[config.mk]
export PLATFORM = sky130hd
export DESIGN_NAME = player_input_conditioner
export DESIGN_NICKNAME = d
export VERILOG_FILES = /design/src/rtl/player_input_conditioner.sv
export SDC_FILE = /design/constraint.sdc
export NUM_CORES = 1
export LEC_CHECK = 0
export BUFFER_PORTS_ARGS = -buffer_cell sky130_fd_sc_hd__buf_4
export CAP_MARGIN = 40
export CORE_ASPECT_RATIO = 0.7
export CORE_MARGIN = 1.5
export CORE_UTILIZATION = 53
export DETAILED_ROUTE_END_ITERATION = 6
export MAX_ROUTING_LAYER = met4
export PLACE_DENSITY = 0.82
export SYNTH_ARGS = -nofsm -noshare
export SYNTH_HDL_FRONTEND = slang
export SYNTH_SLANG_ARGS = --single-unit
[constraint.sdc]
create_clock -name clk -period 1.8 [get_ports clk]
set_input_delay 0.27 -clock clk [delete_from_list [all_inputs] [get_ports clk]]
set_output_delay 0.27 -clock clk [all_outputs]
set_load 0.01 [all_outputs]
[src/rtl/player_input_conditioner.sv]
// player_input_conditioner: synchronise, debounce and frame-pace four direction buttons into move strobes
// Ports:
//   clk, rst_n                  clock and asynchronous active-low reset
//   btn_{left,right,up,down}_raw  raw active-high buttons, asynchronous to clk
//   frame_tick                  one-cycle pulse per game frame
//   left, right, up, down       registered one-cycle move strobes
//   held                        debounced button state {left,right,up,down}
module player_input_conditioner #(
   parameter int DEBOUNCE_CYCLES = 16,
   parameter int REPEAT_DELAY    = 8,
   parameter int REPEAT_RATE     = 4
) (
   input  logic       clk,
   input  logic       rst_n,
   input  logic       btn_left_raw,
   input  logic       btn_right_raw,
   input  logic       btn_up_raw,
   input  logic       btn_down_raw,
   input  logic       frame_tick,
   output logic       left,
   output logic       right,
   output logic       up,
   output logic       down,
   output logic [3:0] held
);
   localparam int DW = $clog2(DEBOUNCE_CYCLES);
   localparam int MX = (REPEAT_DELAY > REPEAT_RATE) ? REPEAT_DELAY : REPEAT_RATE;
   localparam int CW = (MX > 1) ? $clog2(MX) : 1;
   typedef enum logic [1:0] {IDLE, ARMED, HOLD, REPEAT} state_t;
   logic [3:0] raw, s1, s2, db, fire, strobe;
   logic [DW-1:0] dcnt [4];
   logic [CW-1:0] cnt [4];
   logic [CW-1:0] ncnt [4];
   state_t st [4];
   state_t nst [4];
   assign raw = {btn_left_raw, btn_right_raw, btn_up_raw, btn_down_raw};
   assign {left, right, up, down} = strobe;
   assign held = db;
   always_ff @(posedge clk or negedge rst_n) begin
      if (!rst_n) begin
         s1     <= '0;
         s2     <= '0;
         db     <= '0;
         strobe <= '0;
         for (int i = 0; i < 4; i++) begin
            dcnt[i] <= '0;
            cnt[i]  <= '0;
            st[i]   <= IDLE;
         end
      end else begin
         s1 <= raw;
         s2 <= s1;
         for (int i = 0; i < 4; i++) begin
            dcnt[i] <= (s2[i] == db[i] || dcnt[i] == DW'(DEBOUNCE_CYCLES - 1)) ? '0 : dcnt[i] + 1'b1;
            if (s2[i] != db[i] && dcnt[i] == DW'(DEBOUNCE_CYCLES - 1)) db[i] <= s2[i];
            st[i]  <= nst[i];
            cnt[i] <= ncnt[i];
         end
         // each strobe is suppressed by its opposite on the same axis (left<->right, up<->down)
         strobe <= fire & ~{fire[2], fire[3], fire[0], fire[1]};
      end
   end
   // a release seen by the FSM wins over a coincident frame_tick; IDLE ignores ticks so a
   // fresh press always waits for the next tick in ARMED
   always_comb begin
      for (int i = 0; i < 4; i++) begin
         nst[i]  = st[i];
         ncnt[i] = cnt[i];
         fire[i] = 1'b0;
         if (!db[i]) nst[i] = IDLE;
         else if (st[i] == IDLE) nst[i] = ARMED;
         else if (frame_tick) begin
            fire[i] = st[i] == ARMED ||
                      (st[i] == HOLD   && cnt[i] == CW'(REPEAT_DELAY - 1)) ||
                      (st[i] == REPEAT && cnt[i] == CW'(REPEAT_RATE - 1));
            ncnt[i] = fire[i] ? '0 : cnt[i] + 1'b1;
            nst[i]  = (st[i] == ARMED) ? HOLD : fire[i] ? REPEAT : st[i];
         end
      end
   end
endmodule

; ---- After elaboration in Yosys (flattened, before gate mapping)
; Index checks and enable logic that the tools add are counted.
; Widths: inputs -> output; s select.
[classes]
addsub = 8
eq_ne = 40
muxes = 40
n_bitwise = 6
reduce_logical = 36
[op_table]
columns = cell, n
row1 = $mux 2, 20
row2 = $add 4x1->4 const B, 4
row3 = $eq 2x2->1 const B, 8
row4 = $eq 4x4->1 const B, 4
row5 = $mux 4, 4
row6 = $ne 4x1->1 const B, 4
row7 = $add 3x1->3 const B, 4
row8 = $eq 3x2->1 const B, 4
row9 = $eq 3x3->1 const B, 4
row10 = $logic_and 1x1->1, 12
row11 = $logic_or 1x1->1, 12
row12 = $mux 1, 12
row13 = $mux 3, 4
row14 = $ne 3x2->1 const B, 4
row15 = $reduce_and 3->1, 4
row16 = $eq 2x1->1 const B, 4
row17 = $logic_not 2->1, 4
row18 = $reduce_and 2->1, 4
row19 = $and 4x4->4, 1
row20 = $eq 1x1->1, 4
row21 = $ne 1x1->1, 4
row22 = $not 1->1, 4
row23 = $not 4->4, 1
[totals]
reg_bits = 52
out_inout_bits = 8
wordCells = 149

; ---- Longest topological paths before layout
[logic_depth]
ltp_word = 9
depth_mapped = 5
depth_no_buf = 5

; ---- Worst setup path after synthesis
; OpenSTA, ideal clock, no wires.
[synth_path]
path_kind = register to register
start = register cnt[9] (netlist name)
end = register st[7] (netlist name)
setup_ps = 130
arrival_ps = 1213
required_time_ps = 1670
path_slack_ps = 456
path_stages_with_launch = 6
path_buffers = 0
period_less_slack_ps = 1344
cell_sequence = dfrtp_1 -> ha_1 -> ha_1 -> nand2b_1 -> a22oi_1 -> o21ai_0
[synth_between]
elab_chain_len = 6
[synth_rtl]
columns = item, line
row1 = from (decl), 32  ; logic [CW-1:0] cnt [4];
row2 = "from (signal, indexed assignment)", 57  ; cnt[i] <= ncnt[i];
row3 = $eq 3x3->1, 74  ; (st[i] == HOLD && cnt[i] == CW'(REPEAT_DELAY - 1)) ||
row4 = $logic_and 1x1->1, 74
row5 = $logic_or 1x1->1, 73  ; fire[i] = st[i] == ARMED ||
row6 = $logic_or 1x1->1 (*), 74
row7 = $ne 4x1->1 (no line) (*), -
row8 = $reduce_and 2->1 (no line) (*), -
row9 = "to (signal, indexed assignment)", 56  ; st[i] <= nst[i];
row10 = to (decl), 34  ; state_t st [4];
; Mark *: on every way between the ends. The rest lies on a longest branch, timed or not.
; A chain may end at the register's enable or synchronous reset.

; ---- Final worst setup path
[layout_path]
start = register cnt[6] (netlist name)
end = register cnt[8] (netlist name)
[layout_between]
elab_chain_len = 5
[layout_rtl]
columns = item, line
row1 = "parallel branches: the longest is 4 deep, another holds $add 3x1->3", -
row2 = $mux 3 (*), 76  ; ncnt[i] = fire[i] ? '0 : cnt[i] + 1'b1;
; Every way passes the cells marked *.

==> out/metrics.cfg <==
[die]
core_um2=4070
die_y_um=58.4
die_x_um=82.1
die_area_um2=4790
num_rows=19
io_pins=15
initial_core_util=0.571

[drt]
vias=1430
drc=0
detail-route-antenna-nets=0
post_drt_wl_per_cell_um=12.4
wl_mm=3.44
via_per_inst=5.18
first_pass_iters=6
drt_iter0_drc=52

[layout]
synthToLayoutAreaGrowth_pct=10.9
final_area_um2=2570
drive_gt1_frac=0.134
final_cell_count_no_fill=276
diodes=0
fill_cells=316
nets=246

[timing]
relSlewSlack=0.586
tns_ns=0
post-route-period-util=0.825
rsz0062_at_grt=no
worst_slew_pin_slew_ns=0.621
fin_skew_ns=0.00872
max_freq_ghz=0.673
finalHoldViolCount=0
period_minus_slack_ns=1.49
final_max_slew_viol_count=0
setup_viol=0
layout_setup_ws_ns=0.315
fin_hold_ws_ns=0.0613

[power_and_ir_drop]
intPower_mw=1.65
comb_power_share=0.042
p_leak_nw=1.21
switching_share=0.218
clkPwrFrac=0.382
vdd_ir_drop_max_uv=462
power.density_nw_per_um2=822
power.switching_mw=0.462
power_frac_seq=0.577

[global_routing]
grt_antenna_before_repair=0
grt_pass1_wl_mm=6.02
grt_max_degree=53
grt_pass1_vias=1375
grt_overflow=0
grt_use_total=0.173

[synth]
ys_seq_area_frac=0.561
synth_most_common_cell=dfrtp_1
synth_edf_count=0
syn_area_um2=2320
synthTopCellsByArea=dfrtp_1 56%, ha_1 8.6%, inv_1 3.2%
synth_area_per_cell_um2=11.3
yosys_warnings=0
ys.flop_type=dfrtp_1
synth_area_leader_cell=dfrtp_1
syn_inst=206
synth_cell_types=32
yosysTopAreaCellShare=0.561
synth-seq-cells=52
synth_fp_nets=229
async_flop_share=1.00
synthTopCellsByCount=52 x dfrtp_1, 20 x inv_1, 18 x nand2_1

[worst_setup_path]
r2r_setup_slack_ns=0.31
crit_path_end=cnt[8]$_DFFE_PN0P_
required_ns=2.03
r2r_end=cnt[8]$_DFFE_PN0P_
r2r-start=cnt[6]$_DFFE_PN0P_
critPathLaunch=cnt[6]$_DFFE_PN0P_
cp-start-kind=flop
ff2ff_path_depth=5
worstPathArrival_ns=1.71
end_kind=flop
path_max_fanout=3
path_class=reg -> reg

[clock_network]
cts_root_buf=clkbuf_8
cts_made_buffers=5
cts_tree=done
cts_hold_buffers=1
cts_sinks=52
htree_num_levels=2
cts.repair.resized=0
post_cts.repair.setup_buffers=0
insertion_delay_ns=0.31
cts_buffer_depth=2
clkSlewWorstSetupHoldPaths_ns=0.09

[job]
max-cap-violations=0

[worst_hold_path]
hold_path_class=in -> reg
min-delay-start=btn_left_raw

[placement]
dp.cells=267
place.gp.congestion=0.763
place_area_um2=2450
hpwl_mm=2.46
dpl_worst_slack_ns=0.330
port_buffers=14

[status]
status=complete, no violations

final cells by class:
cell class                 instances  area, um2  share of cell area
clock buffer                       5       68.8              0.0268
clock inverter                     3       46.3              0.0180
inverter                          20       75.1              0.0292
multi-input combinational        129        901               0.350
sequential                        52       1300               0.506
tap                               52       65.1              0.0253
timing repair buffer              15        115              0.0447
stage by stage:
step / utilization / power (mW)
final: 0.633 / 2.11
after global routing: 0.633 / 2.21
after CTS: 0.633 / 2.14
after detailed placement: 0.602 / 1.33
after global placement: 0.602 / 1.33
after floorplan: - / 1.29
per-layer routing:
layer / routed length (um) / track usage / share of wire / up-vias
li1: - / - / - / 725
met1: 1780 / 0.228 / 0.52 / 682
met2: 1500 / 0.259 / 0.44 / 18
met3: 113 / 0.0527 / 0.033 / 5
met4: 35 / 0.0533 / 0.010 / 0
met5: 0 / - / 0 / -
how the worst min path moves through the flow:
stage,endpoint,depth (start not counted)
4_1_cts,s1[3]$_DFF_PN0_,1
3_5_place_dp,dcnt[8]$_DFF_PN0_,1
5_1_grt,s1[1]$_DFF_PN0_,1
2_1_floorplan,cnt[0]$_DFFE_PN0P_,0
3_3_place_gp,dcnt[8]$_DFF_PN0_,1
6_report,s1[3]$_DFF_PN0_,1
placed cells by master, fill, tap and decap left out, types with 2 or more instances in the layout:
cell,n
clkbuf_8,5
xnor2_1,8
o211ai_1,4
nand2b_1,5
nor2_1,17
nand4_1,3
a211oi_1,3
a311oi_2,2
dfrtp_1,52
ha_1,16
a21oi_1,3
inv_1,20
mux2_2,4
nand3_1,8
xor2_1,4
o21ai_0,13
a21o_1,3
nand2_1,18
mux2i_1,3
buf_4,14
a311oi_1,3
nor2b_1,3
worst max-delay path, cell delays in order, from the launching register on:
cell and delay [ns]:
dfrtp_1 0.40, ha_1 0.23, ha_1 0.18, and2b_1 0.22, o2111ai_1 0.19, o21ai_0 0.20
state kept, by name (all words and copies together), names as in the netlist:
| signal | count |
|---|---|
| st | 8 |
| s1 | 4 |
| cnt | 12 |
| s2 | 4 |
| held | 4 |
| dcnt | 16 |
| strobe | 4 |
power by group through the flow:
stage                     logic, mW  registers (mW)  clock network, mW
after floorplan              0.0515            1.24                  0
after global placement       0.0867            1.24                  0
after detailed placement     0.0897            1.24                  0
after CTS                    0.0914            1.22              0.832
after global routing          0.105            1.22              0.880
final                        0.0880            1.22              0.806
logic make-up after synthesis:
logic type | share of synthesized area
multiplexers | 0.0324
buffers and inverters | 0.0507
flip-flops | 0.561
AND/OR/NAND/NOR | 0.118
AO/OA/AOI/OAI | 0.107
adder cells (fa/ha/maj) | 0.0863
XOR/XNOR | 0.0453
Note: power is estimated with default switching activity, not from simulation.
